--- config.mk ---
export PLATFORM = sky130hd
export DESIGN_NAME = hazard_stall_controller
export DESIGN_NICKNAME = d
export VERILOG_FILES = /design/src/rtl/hazard_stall_controller.sv
export SDC_FILE = /design/constraint.sdc
export NUM_CORES = 1
export LEC_CHECK = 0
export ABC_AREA = 1
export CAP_MARGIN = 20
export CELL_PAD_IN_SITES_DETAIL_PLACEMENT = 1
export CELL_PAD_IN_SITES_GLOBAL_PLACEMENT = 1
export CORE_MARGIN = 2
export CORE_UTILIZATION = 39
export CTS_CLUSTER_SIZE = 25
export DETAILED_ROUTE_END_ITERATION = 12
export PLACE_DENSITY_LB_ADDON = 0.05
export SYNTH_ARGS = -nofsm -noshare
export SYNTH_HDL_FRONTEND = slang
export SYNTH_SLANG_ARGS = --single-unit
--- constraint.sdc ---
create_clock -name clk -period 6.15 [get_ports clk]
set_clock_uncertainty 0.05 [all_clocks]
set_input_delay 0.615 -clock clk [delete_from_list [all_inputs] [get_ports clk]]
set_output_delay 0.615 -clock clk [all_outputs]
set_load 0.02 [all_outputs]
--- src/rtl/hazard_stall_controller.sv ---
// Pipeline sequencing controller: RAW hazard stall, SRAM-wait freeze, branch flush, perf counters.
// Latency: stall/freeze/flush are combinational (same cycle); FSM, timeout and counters update on the next edge.
// Backpressure: freeze holds the whole pipe while MEM waits on SRAM; priority is freeze > flush > hazard_stall.
module hazard_stall_controller #(
    parameter int CNT_W        = 16,
    parameter int WAIT_TIMEOUT = 64
) (
    input  logic             clk,
    input  logic             rst,
    input  logic             forward_en,
    input  logic [3:0]       src1,
    input  logic [3:0]       src2,
    input  logic             two_src,
    input  logic             id_valid,
    input  logic [3:0]       exe_dest,
    input  logic             exe_wb_en,
    input  logic             exe_mem_r_en,
    input  logic [3:0]       mem_dest,
    input  logic             mem_wb_en,
    input  logic             mem_req,
    input  logic             mem_ready,
    input  logic             branch_taken,
    output logic             hazard_stall,
    output logic             freeze,
    output logic             flush,
    output logic             mem_timeout,
    output logic [CNT_W-1:0] stall_cnt,
    output logic [CNT_W-1:0] freeze_cnt
);

    localparam int WC_W = $clog2(WAIT_TIMEOUT + 1);

    typedef enum logic [0:0] {
        RUN      = 1'b0,
        MEM_WAIT = 1'b1
    } state_t;

    state_t            state_q;
    logic [WC_W-1:0]   wait_cnt_q;
    logic              mem_timeout_q;
    logic [CNT_W-1:0]  stall_cnt_q;
    logic [CNT_W-1:0]  freeze_cnt_q;

    logic m_exe;
    logic m_mem;
    logic raw;
    logic wait_start;

    // Destination matches and the RAW term; with forwarding only a load in EXE cannot be bypassed.
    always_comb begin
        m_exe = exe_wb_en & ((exe_dest == src1) | (two_src & (exe_dest == src2)));
        m_mem = mem_wb_en & ((mem_dest == src1) | (two_src & (mem_dest == src2)));
        if (forward_en) begin
            raw = id_valid & exe_mem_r_en & m_exe;
        end else begin
            raw = id_valid & (m_exe | m_mem);
        end
    end

    // Pipeline control outputs, all held low while reset is asserted.
    always_comb begin
        wait_start   = (state_q == RUN) & mem_req & ~mem_ready;
        freeze       = ~rst & ((state_q == MEM_WAIT) | wait_start);
        flush        = ~rst & branch_taken & ~freeze;
        hazard_stall = ~rst & raw & ~freeze & ~flush;
    end

    // SRAM wait FSM with consecutive-wait counter and forced release on timeout.
    always_ff @(posedge clk or posedge rst) begin
        if (rst) begin
            state_q       <= RUN;
            wait_cnt_q    <= '0;
            mem_timeout_q <= 1'b0;
        end else begin
            case (state_q)
                RUN: begin
                    if (mem_req && !mem_ready) begin
                        state_q    <= MEM_WAIT;
                        wait_cnt_q <= WC_W'(1);
                    end
                end
                MEM_WAIT: begin
                    if (mem_ready) begin
                        state_q    <= RUN;
                        wait_cnt_q <= '0;
                    end else if (wait_cnt_q == WC_W'(WAIT_TIMEOUT)) begin
                        // Give up on the access so the core is not hung forever; the error stays sticky.
                        state_q       <= RUN;
                        wait_cnt_q    <= '0;
                        mem_timeout_q <= 1'b1;
                    end else begin
                        wait_cnt_q <= wait_cnt_q + WC_W'(1);
                    end
                end
                default: begin
                    state_q    <= RUN;
                    wait_cnt_q <= '0;
                end
            endcase
        end
    end

    // Saturating performance counters for stall and freeze cycles.
    always_ff @(posedge clk or posedge rst) begin
        if (rst) begin
            stall_cnt_q  <= '0;
            freeze_cnt_q <= '0;
        end else begin
            if (hazard_stall && (stall_cnt_q != '1)) begin
                stall_cnt_q <= stall_cnt_q + CNT_W'(1);
            end
            if (freeze && (freeze_cnt_q != '1)) begin
                freeze_cnt_q <= freeze_cnt_q + CNT_W'(1);
            end
        end
    end

    assign mem_timeout = mem_timeout_q;
    assign stall_cnt   = stall_cnt_q;
    assign freeze_cnt  = freeze_cnt_q;

endmodule
### After elaboration in Yosys (flattened, before gate mapping)

Index checks and enable logic that the tools add are counted.

| storage, ports and cells | value |
|---|---|
| flip-flop bits (word level) | 41 |
| latch bits | 0 |
| bits in writable memories | 0 |
| bits in read-only memories | 0 |
| input bits | 27 |
| output and inout bits | 36 |
| logic and storage cells | 54 |
| memories | 0 |

| operators by class | value |
|---|---|
| add/subtract/negate cells | 3 |
| $mul | 0 |
| div/mod/pow operators | 0 |
| magnitude comparators | 0 |
| equality and inequality tests | 8 |
| shift-type cells | 0 |
| muxes and demuxes | 9 |
| bitwise gates (word level) | 24 |
| reduce and logical (&&, ||, !) cells | 5 |

Operator list:

| operator | count |
|---|---|
| $add 16x1->16 const B | 2 |
| $ne 16x16->1 const B | 2 |
| $mux 7 | 3 |
| $eq 4x4->1 | 4 |
| $and 1x1->1 | 15 |
| $pmux 7 s2 | 1 |
| $add 7x1->7 const B | 1 |
| $eq 7x7->1 const B | 1 |
| $not 1->1 | 5 |
| $mux 1 | 4 |
| $or 1x1->1 | 4 |
| $logic_and 1x1->1 | 3 |
| $reduce_and 3->1 | 1 |
| $ne 2x1->1 const B | 1 |
| $pmux 1 s2 | 1 |
| $logic_not 1->1 | 1 |

### Longest topological paths before layout

| logic depth | value |
|---|---|
| depth after elaboration | 11 |
| gate-level depth with buffers | 13 |
| depth with buffers taken out | 13 |

### Worst setup path after synthesis

Ideal clock, no wire load.

| path | value |
|---|---|
| path kind | input to output |
| from | input rst |
| to | output hazard_stall |
| arrival | 2276 ps |
| data required time | 5485 ps |
| setup slack | 3209 ps |
| stages | 5 |
| path buffers | 0 |
| cell sequence | inv_1 nand3_2 a21oi_4 nand2_1 inv_1 |

| between the ends | value |
|---|---|
| longest elaborated chain between the ends | 6 |
| elaborated cells between the ends (all ways) | 9 |
| classes of those cells | bitwise: 9 |

Ends and longest elaborated chain:

| what | RTL line | text |
|---|---|---|
| start, declared | 9 | `input logic rst,` |
| $not 1->1 (*) | 63, 64, 65 |  |
| $and 1x1->1 | 63 | `freeze = ~rst & ((state_q == MEM_WAIT) \| wait_start);` |
| $not 1->1 | 64, 65 |  |
| $and 1x1->1 | 64 | `flush = ~rst & branch_taken & ~freeze;` |
| $not 1->1 | 65 | `hazard_stall = ~rst & raw & ~freeze & ~flush;` |
| $and 1x1->1 (*) | 65 |  |
| end, declared | 23 | `output logic hazard_stall,` |

Mark *: on every way between the ends. The rest lies on a longest branch, timed or not.

### Worst setup path after layout

Same ends and word-level chain as after synthesis.

==> run metrics <==
Area after DPL=around 3300 sq um; drt pass-1 iters=4; final setup TNS=0 ns; grt total ovfl=0; Inserted Clock Buffers=5; row count=29; Root Buffer=clkbuf_8; slowest CP cell=clkdlybuf4s50_1; post-synth top area cell=dfrtp_1; Synth Area in Compound Gates=under 10%; peak supply drop=about 0.16 mV; final setup fails=0; Total Power=slightly above 0.0007 W; final instance area=around 3400 sq um; syn nets=between 300 and 400; Critical R2R Launch=freeze_cnt[0]; Clk pin slew, worst setup/hold paths=roughly 0.090 ns; Static Leak=1.57 nW; DR WL/cell=13.2 um; Total Wirelength=about 6400 um; Core Area=between 6000 and 7000 sq um; Starting Density=between 40 and 50%; fin nets=437; DPL Wire Length=4960 um; FF+latch count, synth=41; Tcrit/Tclk final=between 50% and 60%; Vias per Instance=~4.9; Residual DRC=0; # clock sinks=slightly above 40; All-Layer GR Usage=a little under a fifth; # diodes=0; number of global-route vias before repair=~2500; commonest non-fill, non-tap cell in the layout=nand2_1; mapped cell area=around 2600 sq um; number of port buffers=between 60 and 70; clk_lat worst skew=~0.29 ns; async set-reset flop share out of synthesis=100%; RSZ-0062 raised after global routing=false; CTS tree=done; initial DRC count=63; status=finished, final reports clean; critical path required time=around 5.5 ns; Synth cell types=33; crit path kind=in -> out; Synth top area share=about two fifths; I/O pin cnt=between 60 and 70; Area Overhead vs Synth=31.7%; Worst path max stage delay=0.61 ns; hold slack final=0.456 ns; CTS H-tree lvls=2; Worst-Margin Slew=0.574 ns; Max-slew headroom=between 60% and 70%; die area=between 7000 and 8000 sq um; Pwr Density=roughly 210 nW/um^2; Filler Cell Count=between 700 and 800; placer congestion estimate=approximately 0.78; Period minus WS final=3.51 ns; Worst path most repeated cell=clkdlybuf4s50_1; Ys Warns=0; Synth Area per Inst=~7.7 sq um; CP max FO=between 40 and 50; Hold Crit Start=mem_timeout; Setup crit start=rst; post-synthesis mux area share=0%; Final ANT Viol Nets=0; Worst path top cell family by delay=buffers and inverters; Die Height=around 86 um; sequential share of the synthesized area=39.6%; multi-input logic area=1350 sq um; synth top area cells=dfrtp_1 (40%), nand2_1 (14%), inv_1 (6.8%); MaxCap Viol Count=0; FMAX=about 290 MHz; Most used DFF post-synth=dfrtp_1; CP Cell Sequence=clkdlybuf4s50_1 -> clkinv_1 -> buf_4 -> nand3_2 -> a21oi_4 -> nand2_1 -> inv_1 -> clkdlybuf4s50_1; Slew Limit Fails=0; die width=between 80 and 90 um; CTS max path bufs=2; largest family of logic cells by synthesized area=simple AND/OR/NAND/NOR gates; Final Hold Vio Count=0; crit start category=primary input; Synth Area in Adders=~1.9%; # hold bufs at CTS=0; Reg area=between 1000 and 1500 sq um; Hold WC Path Type=reg -> reg; Synth Area in XOR/XNOR=under 10%; Post-Synth Simple-Gate Area=between 30% and 40%; largest net degree at the start of global routing=45; cts repair resizes=0; number of antenna violations at the first check in global routing=0; most frequent cells in the layout=nand2_1 (94), clkdlybuf4s50_1 (62), inv_1 (46); Buf/Inv on CP=5; Setup crit end kind=primary output; Post-Syn Instances=338; Setup Buffers After CTS=0; vias post-DR=approximately 2400; layout cells sized above 1=under 10%; CP arrival=about 2.8 ns; first-pass GRT wire length=about 11000 um; Post-synth EDFFs=0
-- layout make-up --
type | count | area share (%)
tap | 77 | 2.82
inverter | 53 | 5.90
clock inverter | 3 | 1.36
multi-input combinational | 242 | 39.4
clock buffer | 5 | 2.02
timing repair buffer | 63 | 18.4
sequential | 41 | 30.1
-- metal layers --
metal | track usage [%] | part of all wire [%] | up-vias
met5 | 0 | 0 | -
met4 | 3.90 | 0.80 | 0
met3 | 3.18 | 4.2 | 4
met2 | 33.7 | 49 | 43
met1 | 24.8 | 46 | 1117
li1 | - | - | 1193
-- report_power, final --
group | switching [W] | leakage (nW) | internal [W]
registers | 0.0000341 | 0.533 | 0.000293
logic | 0.0000883 | 0.983 | 0.0000814
clock network | 0.0000997 | 0.0543 | 0.000122
total | 0.000222 | 1.57 | 0.000496
-- path summary, 6_finish.rpt --
path                                  endpoint  slack [ns]  depth (start not counted)
worst max-delay path              hazard_stall        2.64                          8
worst min-delay path               mem_timeout        0.46                          1
worst max register to register  freeze_cnt[10]        4.25                         11
worst min register to register     mem_timeout        0.46                          1
max in group asynchronous         stall_cnt[2]        4.85                          3
min in group asynchronous        wait_cnt_q[2]        0.81                          3
-- stage by stage --
step / utilization (%) / instances / setup slack [ns]
6_report: 53.4 / 484 / 2.64
5_1_grt: 53.4 / 484 / 2.41
4_1_cts: 53.4 / 484 / 2.57
3_5_place_dp: 51.6 / 476 / 2.56
3_3_place_gp: 51.6 / 476 / 2.62
2_1_floorplan: - / 338 / 3.21
-- registers in the layout, summed over array words and instances (netlist names) --
name / count
state_q: 1
stall_cnt: 16
mem_timeout: 1
freeze_cnt: 16
wait_cnt_q: 7
-- logic make-up after synthesis --
group / count (synthesis)
buf+inv: 55
flops: 41
fa+ha+maj: 4
simple gates: 191
xor+xnor: 25
compound gates: 22
-- cell usage after synthesis, types with 5 or more instances --
cell	count
inv_1	47
o21ai_0	5
o21ai_1	8
nand3b_1	5
nor2_4	6
nor2_1	35
nand2_1	94
inv_2	5
dfrtp_1	41
nand3_1	18
xor2_1	15
nand3_2	5
nor3_1	7
xnor2_1	10
(Power assumes the default switching activity.)
